### src/rtl/c_slice_logic_unit.sv
// c_slice_logic_unit: word-wide bitwise AND/OR/XOR/NAND unit that walks
// through the operands SLICE bits per clock under a start/busy/done
// handshake, then publishes zero and parity flags for the finished word.
module c_slice_logic_unit #(
    parameter int WIDTH = 16,
    parameter int SLICE = 4
) (
    input  logic             clk,
    input  logic             rst,
    input  logic             start,
    input  logic [1:0]       op,
    input  logic [WIDTH-1:0] a,
    input  logic [WIDTH-1:0] b,
    output logic             busy,
    output logic             done,
    output logic [WIDTH-1:0] result,
    output logic             zero,
    output logic             parity
);

    localparam int NSLICE = WIDTH / SLICE;
    localparam int IDX_W  = (NSLICE > 1) ? $clog2(NSLICE) : 1;

    typedef enum logic [1:0] {
        S_IDLE = 2'd0,
        S_RUN  = 2'd1,
        S_DONE = 2'd2
    } state_t;

    state_t             r_state;
    state_t             w_state_next;
    logic               w_accept;
    logic               w_last;
    logic [1:0]         r_op;
    logic [WIDTH-1:0]   r_a;
    logic [WIDTH-1:0]   r_b;
    logic [WIDTH-1:0]   r_result;
    logic [WIDTH-1:0]   w_op_word;
    logic [WIDTH-1:0]   w_result_next;
    logic [IDX_W-1:0]   r_idx;
    logic               r_zero;
    logic               r_parity;

    // Bitwise op over the whole latched word; each slice column only
    // ever consumes its own bits, so there is no cross-slice dependency.
    function automatic logic [WIDTH-1:0] apply_op(
        input logic [1:0]       f_op,
        input logic [WIDTH-1:0] f_x,
        input logic [WIDTH-1:0] f_y
    );
        logic [WIDTH-1:0] f_r;
        case (f_op)
            2'b00:   f_r = f_x & f_y;
            2'b01:   f_r = f_x | f_y;
            2'b10:   f_r = f_x ^ f_y;
            default: f_r = ~(f_x & f_y);
        endcase
        return f_r;
    endfunction

    assign w_op_word = apply_op(r_op, r_a, r_b);
    assign w_last    = (r_idx == IDX_W'(NSLICE - 1));

    // Merge the slice selected by the counter into the current result.
    always_comb begin
        w_result_next = r_result;
        for (int s = 0; s < NSLICE; s++) begin
            if (r_idx == IDX_W'(s)) begin
                w_result_next[s*SLICE +: SLICE] = w_op_word[s*SLICE +: SLICE];
            end
        end
    end

    // Next-state logic; a new request is taken only while not in RUN.
    always_comb begin
        w_state_next = r_state;
        w_accept     = 1'b0;
        case (r_state)
            S_IDLE, S_DONE: begin
                if (start) begin
                    w_accept     = 1'b1;
                    w_state_next = S_RUN;
                end else begin
                    w_state_next = S_IDLE;
                end
            end
            S_RUN: begin
                if (w_last) begin
                    w_state_next = S_DONE;
                end
            end
            default: w_state_next = S_IDLE;
        endcase
    end

    // State register.
    always_ff @(posedge clk) begin
        if (rst) begin
            r_state <= S_IDLE;
        end else begin
            r_state <= w_state_next;
        end
    end

    // Operand latch; the run uses these copies so input changes mid-run are ignored.
    always_ff @(posedge clk) begin
        if (w_accept) begin
            r_a  <= a;
            r_b  <= b;
            r_op <= op;
        end
    end

    // Slice counter, result accumulation and flag update on the last slice.
    always_ff @(posedge clk) begin
        if (rst) begin
            r_idx    <= '0;
            r_result <= '0;
            r_zero   <= 1'b0;
            r_parity <= 1'b0;
        end else if (w_accept) begin
            r_idx    <= '0;
            r_result <= '0;
        end else if (r_state == S_RUN) begin
            r_result <= w_result_next;
            if (w_last) begin
                r_idx    <= '0;
                r_zero   <= ~|w_result_next;
                r_parity <= ^w_result_next;
            end else begin
                r_idx <= r_idx + IDX_W'(1);
            end
        end
    end

    assign busy   = (r_state == S_RUN);
    assign done   = (r_state == S_DONE);
    assign result = r_result;
    assign zero   = r_zero;
    assign parity = r_parity;

endmodule

### config.mk
export PLATFORM = sky130hd
export DESIGN_NAME = c_slice_logic_unit
export DESIGN_NICKNAME = d
export VERILOG_FILES = /design/src/rtl/c_slice_logic_unit.sv
export SDC_FILE = /design/constraint.sdc
export NUM_CORES = 1
export LEC_CHECK = 0
export ABC_AREA = 1
export BUFFER_PORTS_ARGS = -buffer_cell sky130_fd_sc_hd__buf_4
export CORE_MARGIN = 4
export CORE_UTILIZATION = 24
export CTS_BUF_LIST = sky130_fd_sc_hd__clkbuf_2 sky130_fd_sc_hd__clkbuf_4 sky130_fd_sc_hd__clkbuf_8
export CTS_CLUSTER_SIZE = 20
export DETAILED_ROUTE_END_ITERATION = 8
export GPL_ROUTABILITY_DRIVEN = 1
export SYNTH_ARGS = -nofsm -noshare
export SYNTH_HDL_FRONTEND = slang
export SYNTH_SLANG_ARGS = --single-unit
export TNS_END_PERCENT = 10
### constraint.sdc
create_clock -name clk -period 3.45 [get_ports clk]
set_clock_uncertainty 0.05 [all_clocks]
set_input_delay 0.345 -clock clk [delete_from_list [all_inputs] [get_ports clk]]
set_output_delay 0.345 -clock clk [all_outputs]
set_load 0.01 [all_outputs]
==> results.md, run 1 <==
- Outcome: completed
- Share of post-route cells with drive strength above 1: 16.31%
- Setup TNS: 0 ns
- Sequential cell area fraction in the yosys report: 40.90%
- RSZ-0062 raised after global routing: false
- Hold Path Origin: b[12]
- Switching Share: 30.49%
- Min cycle time layout: 2.646 ns
- PnR worst setup slack: 0.8036 ns
- Pre-CTS setup slack: 0.8366 ns
- Final hold violations: 0
- Clock Latency Late Sink: 0.32 ns
- Hold path depth: 1
- Post-CTS setup buffers: 0
- Slowest stage delay, CP: 0.64 ns
- Mean post-synth cell area: 7.802 µm²
- Largest family of logic cells by synthesized area: simple AND/OR/NAND/NOR gates
- Count of final max-slew check failures: 0
- Peak Freq: 377.9 MHz
- Xor/xnor share of the synthesized area: 0.2451%
- GR Overflow Total: 0
- Post-synth ARST share: 0%
- Mux contribution to synthesized area: 0%
- Syn_nets: 539
- Predominant post-synthesis flop cell: edfxtp_1
- Netlist cell types: 22
- Synth warnings: 0
- Synth top area cells: edfxtp_1, ha_1, nand2_1, dfxtp_1, inv_1
- Synth area leader: edfxtp_1
- Synth Area in Adders: 15.41%
- Final Cycle Share: 76.71%
- GPL Wtd Cong: 0.8116
- Tightest Pin Transition: 0.6284 ns
- Die Area: 16910 µm²
- Synth cell count leaders: nand2_1, inv_1, ha_1
- Most common cell in the netlist: nand2_1
- DRC: 0
- Final setup violation count: 0
- Crit path arrival time: 2.83 ns
- Antenna violations before repair: 0
- Worst vdd ir: 138.6 µV
- Sequential share of power: 51.0%
- Core region area: 14530 µm²
- CP required: 3.63 ns
- Hold Path Class: in -> reg
- Synthesized instance count: 458
- Crit. End Element: register
- Clk slew on worst S/H paths: 0.10 ns
- Vias in the first global route: 2885
- Vias: 2868
- CTS root buffer: clkbuf_8
- Slew margin rel.: 58.06%
- Longest Clk Path Bufs: 2
- PortBufs: 56
- Crit path max-delay family: simple AND/OR/NAND/NOR gates
- Gate power share: 23.9%
- CTS resizes: 0
- Number of synthesized flops with an enable pin: 34
- Net switching power: 0.4662 mW
- Die height: 130.0 µm
- Post-synth top area share: 28.57%
- Max Cap Viol: 0
- Site row count: 44
- Worst-path fanout max: 14
- FF+latch count, synth: 56
- CTS tree: done
- Setup CP Type: reg -> reg
- ANT cells: 0
- Reg-to-Reg Start: r_op[1]
- Internal: 1.063 mW
- Worst Hold Path EP: r_b[12]
- Largest net degree at the start of global routing: 36
- Critical path cell sequence: nor2_2 > nand2_1 > nand3_1 > nand3_1 > a21boi_0 > ha_1 > inv_1 > nand2_1 > nand2_1 > nand3_1 > nand2_1 > nand2_1 > nand3_1 > nand2_1 > inv_1
- Htree depth: 2
- CP Launch Type: register
- First-pass DRT Iterations: 4
- Crit Reg-Reg Endpoint: parity
- CP max stage cell: edfxtp_1
- DRT iter0 DRCs: 214
- Crit-path most repeated cell: nand2_1
- Drt total wl: 8176 µm
- TritonCTS Buffers: 5
- Cell Pwr Density: 356.9 nW/µm²
- Worst reg2reg setup slack: 0.80 ns
- Vias/cell: 4.103
- Worst reg2reg path depth: 15
- Routed Antenna Nets: 0
- Clk network pwr share: 25.1%
- Area Overhead vs Synth: 19.89%
- GRT Total Usage: 10.55%
- Detailed Place HPWL: 6267 µm
- CTS Sinks: 56
- Initial Util: 24.59%
- Routed WL per cell: 11.70 µm
- Lkg Pwr: 2.141 nW
- Nets: 595
- Post-Synth Simple-Gate Area: 25.04%
- Number of buffers and inverters on the critical path: 2
- # hold bufs at CTS: 0
- First-pass GRT wire length: 14030 µm
- Die width: 130.0 µm
- Compound-gate portion of the synthesized area: 6.933%
- # IOs: 57
- Post-Syn Area: 3573 µm²
==> flip-flops by register name (all words and copies together), names as in the netlist <==
name,cells
r_a,16
r_op,2
result,16
r_idx,2
r_b,16
parity,1
r_state,2
zero,1
==> per-stage QoR <==
stage	total power [mW]	hold WS [ns]	utilization [%]	cell area [µm²]	instances
after floorplan	1.040	0.3641	-	3573	458
after global placement	1.164	0.4196	28.84	4192	691
after detailed placement	1.165	0.4190	28.84	4192	691
after CTS	1.555	0.1294	29.48	4284	699
after global routing	1.654	0.1091	29.48	4284	699
final	1.529	0.1424	29.48	4284	699
==> worst register-to-register path: cells and delay by family, from the launching register on <==
kind / cells / cell delay (ns)
AND/OR/NAND/NOR: 11 / 1.26
flip-flops: 1 / 0.64
adder cells (fa/ha/maj): 1 / 0.36
AO/OA/AOI/OAI: 1 / 0.14
buffers and inverters: 2 / 0.11
==> metal layers <==
| layer | vias up | part of all wire (%) | GRT usage (%) |
|---|---|---|---|
| met5 | - | 0 | 0 |
| met4 | 0 | 3.1 | 4.156 |
| met3 | 14 | 3.7 | 2.088 |
| met2 | 55 | 45 | 17.20 |
| met1 | 1278 | 48 | 13.76 |
| li1 | 1521 | - | - |
==> layout make-up <==
type                            count  area (µm²)
Inverter                           92       347.8
Multi-Input combinational cell    300        1709
Clock inverter                      2       10.01
Fill cell                        1592       10250
Timing Repair Buffer               59       442.9
Sequential cell                    56        1461
Tap cell                          184       230.2
Clock buffer                        6       82.58
==> cells by family after synthesis <==
logic type / after synthesis
and+or+nand+nor: 218
DFF: 56
AOI/OAI and AO/OA: 37
adders and majority gates: 44
buffers and inverters: 102
xor gates and xnor gates: 1
==> power by group through the flow <==
stage          clock (mW)  sequential [mW]  combinational (mW)
6_report            0.383            0.781               0.365
5_1_grt             0.436            0.787               0.431
4_1_cts             0.402            0.781               0.371
3_5_place_dp            0            0.796               0.369
3_3_place_gp            0            0.795               0.368
2_1_floorplan           0            0.789               0.251
==> cells in the final DEF, fill, tap and decap left out, drive strengths merged, types with 12 or more instances in the layout <==
master  count
dfxtp      22
a21boi     16
inv        92
edfxtp     34
nand3      23
nand2     152
buf        59
o21ai      12
ha         44
nor2       37
==> worst max path at each step <==
stage	depth (start not counted)	end	from	slack [ns]
floorplan	8	result[3]	start	0.70
global placement	16	parity	r_op[0]	0.90
detailed placement	16	parity	r_op[0]	0.84
CTS	16	parity	r_op[0]	0.82
global route	16	parity	r_op[0]	0.49
finish	15	parity	r_op[1]	0.80
No activity file was read; power rests on OpenSTA's default activity.
==> run 2, diff against run 1 <==
Clock period 3.45 ns to 2.5 ns, I/O delays scaled along.
==> results.md, run 2 (synthesized netlist as in run 1, its figures left out) <==
- Longest Clk Path Bufs: 2 (unchanged)
- Final Cell Area: 4398 µm² (was 4284 µm²)
- First-pass DRT Iterations: 4 (unchanged)
- Nets: 607 (was 595)
- Routed Antenna Nets: 0 (unchanged)
- Crit path arrival time: 2.43 ns (was 2.83 ns)
- Antenna violations before repair: 0 (unchanged)
- Initial Util: 24.59% (unchanged)
- Worst vdd ir: 196.3 µV (was 138.6 µV)
- Multi-input logic area: 1714 µm² (was 1709 µm²)
- Tightest Pin Transition: 0.6316 ns (was 0.6284 ns)
- Final Cycle Share: 89.41% (was 76.71%)
- Max Cap Viol: 0 (unchanged)
- Hold WS: 0.04029 ns (was 0.1424 ns)
- Count of final max-slew check failures: 0 (unchanged)
- Outcome: completed (unchanged)
- Final hold violations: 0 (unchanged)
- CTS tree: done (unchanged)
- Crit. End Element: register (unchanged)
- Routed WL per cell: 11.58 µm (was 11.70 µm)
- Crit. path cell count: 14 (was 15)
- Site row count: 44 (unchanged)
- TritonCTS Buffers: 5 (unchanged)
- ANT cells: 0 (unchanged)
- CP max stage cell: edfxtp_1 (unchanged)
- Slew margin rel.: 57.84% (was 58.06%)
- CP required: 2.69 ns (was 3.63 ns)
- Overall power: 2.128 mW (was 1.529 mW)
- # IOs: 57 (unchanged)
- DRT iter0 DRCs: 193 (was 214)
- Die Area: 16910 µm² (unchanged)
- Vias in the first global route: 2944 (was 2885)
- Htree depth: 2 (unchanged)
- Largest net degree at the start of global routing: 36 (unchanged)
- Lkg Pwr: 2.199 nW (was 2.141 nW)
- Hold path depth: 1 (unchanged)
- Die width: 130.0 µm (unchanged)
- Share of post-route cells with drive strength above 1: 18.41% (was 16.31%)
- DRC: 0 (unchanged)
- RSZ-0062 raised after global routing: false (unchanged)
- Worst reg2reg path depth: 14 (was 15)
- Core region area: 14530 µm² (unchanged)
- Hold Path Class: in -> reg (unchanged)
- CTS root buffer: clkbuf_8 (unchanged)
- Pre-CTS setup slack: 0.1628 ns (was 0.8366 ns)
- First-pass GRT wire length: 13770 µm (was 14030 µm)
- Number of buffers and inverters on the critical path: 3 (was 2)
- Setup TNS: 0 ns (unchanged)
- Most frequent cells in the layout: nand2_1, inv_1, buf_4 (unchanged)
- Critical path cell sequence: buf_4 > o21ai_0 > nand3_1 > nand3_1 > a21boi_0 > ha_1 > inv_1 > nand2_1 > nand3_1 > nand2_1 > nand2_1 > nand3_1 > nand2_1 > inv_1 (was nor2_2 > nand2_1 > nand3_1 > nand3_1 > a21boi_0 > ha_1 > inv_1 > nand2_1 > nand2_1 > nand3_1 > nand2_1 > nand2_1 > nand3_1 > nand2_1 > inv_1)
- Slowest stage delay, CP: 0.52 ns (was 0.64 ns)
- Clock Latency Late Sink: 0.33 ns (was 0.32 ns)
- GPL Wtd Cong: 0.8096 (was 0.8116)
- Peak Freq: 447.4 MHz (was 377.9 MHz)
- CP Launch Type: register (unchanged)
- GR Overflow Total: 0 (unchanged)
- Leading cell type in the layout, fill and taps excluded: nand2_1 (unchanged)
- Cell Pwr Density: 483.9 nW/µm² (was 356.9 nW/µm²)
- Detailed Place HPWL: 6377 µm (was 6267 µm)
- Final setup violation count: 0 (unchanged)
- Clk slew on worst S/H paths: 0.10 ns (about the same)
- PnR worst setup slack: 0.2648 ns (was 0.8036 ns)
- Die height: 130.0 µm (unchanged)
- Post-DP Area: 4249 µm² (was 4192 µm²)
- Vias: 2874 (was 2868)
- Vias/cell: 4.042 (was 4.103)
- Drt total wl: 8236 µm (was 8176 µm)
- Crit path max-delay family: simple AND/OR/NAND/NOR gates (unchanged)
- Seq. cell area: 1461 µm² (unchanged)
- # hold bufs at CTS: 0 (unchanged)
- Worst-path fanout max: 6 (was 14)
- Fillers: 1576 (was 1592)
- GRT Total Usage: 10.44% (was 10.55%)
- Area Overhead vs Synth: 23.07% (was 19.89%)
- Setup CP Type: reg -> reg (unchanged)
- PortBufs: 56 (unchanged)
- Min cycle time layout: 2.235 ns (was 2.646 ns)
- CTS Sinks: 56 (unchanged)
[run 2: cell type report]
cell class                      count  area share, %
Clock buffer                        6          1.735
Clock inverter                      2         0.3698
Inverter                           92          7.966
Multi-Input combinational cell    300          38.98
Sequential cell                    56          33.23
Tap cell                          184          5.235
Timing Repair Buffer               71          12.49
[run 2: final timing paths]
| kind | from | endpoint | slack [ns] |
|---|---|---|---|
| worst max-delay path | r_op[0] | parity | 0.26 |
| worst min-delay path | a[3] | r_a[3] | 0.04 |
| worst max register to register | r_op[0] | parity | 0.26 |
| worst min register to register | zero | zero | 0.43 |
[run 2: power breakdown]
part | total, mW | internal [mW] | switching [mW]
logic | 0.534 | 0.224 | 0.309
registers | 1.07 | 1.04 | 0.0349
clock network | 0.523 | 0.211 | 0.312
[run 2: worst reg2reg max path, delay by kind of cell, from the launching register on]
kind / cells / cell delay (ns)
buffers and inverters: 3 / 0.33
AO/OA/AOI/OAI: 2 / 0.35
AND/OR/NAND/NOR: 8 / 0.59
flip-flops: 1 / 0.52
adder cells (fa/ha/maj): 1 / 0.31
[run 2: routing by layer]
| metal | up-vias | wire length (µm) | track usage, % |
|---|---|---|---|
| met5 | - | 0 | 0 |
| met4 | 0 | 112 | 3.912 |
| met3 | 9 | 393 | 2.702 |
| met2 | 60 | 3659 | 17.08 |
| met1 | 1257 | 4070 | 13.25 |
| li1 | 1548 | - | - |
[run 2: timing repair]
action	4_1_cts	5_1_grt
setup endpoints to repair	0	1
gates resized for setup	0	5
setup buffers	0	6
[run 2: stage by stage]
stage	util (%)	cells
floorplan	-	458
detailed placement	29.24	697
CTS	29.87	705
global placement	29.24	697
global route	30.26	711
finish	30.26	711
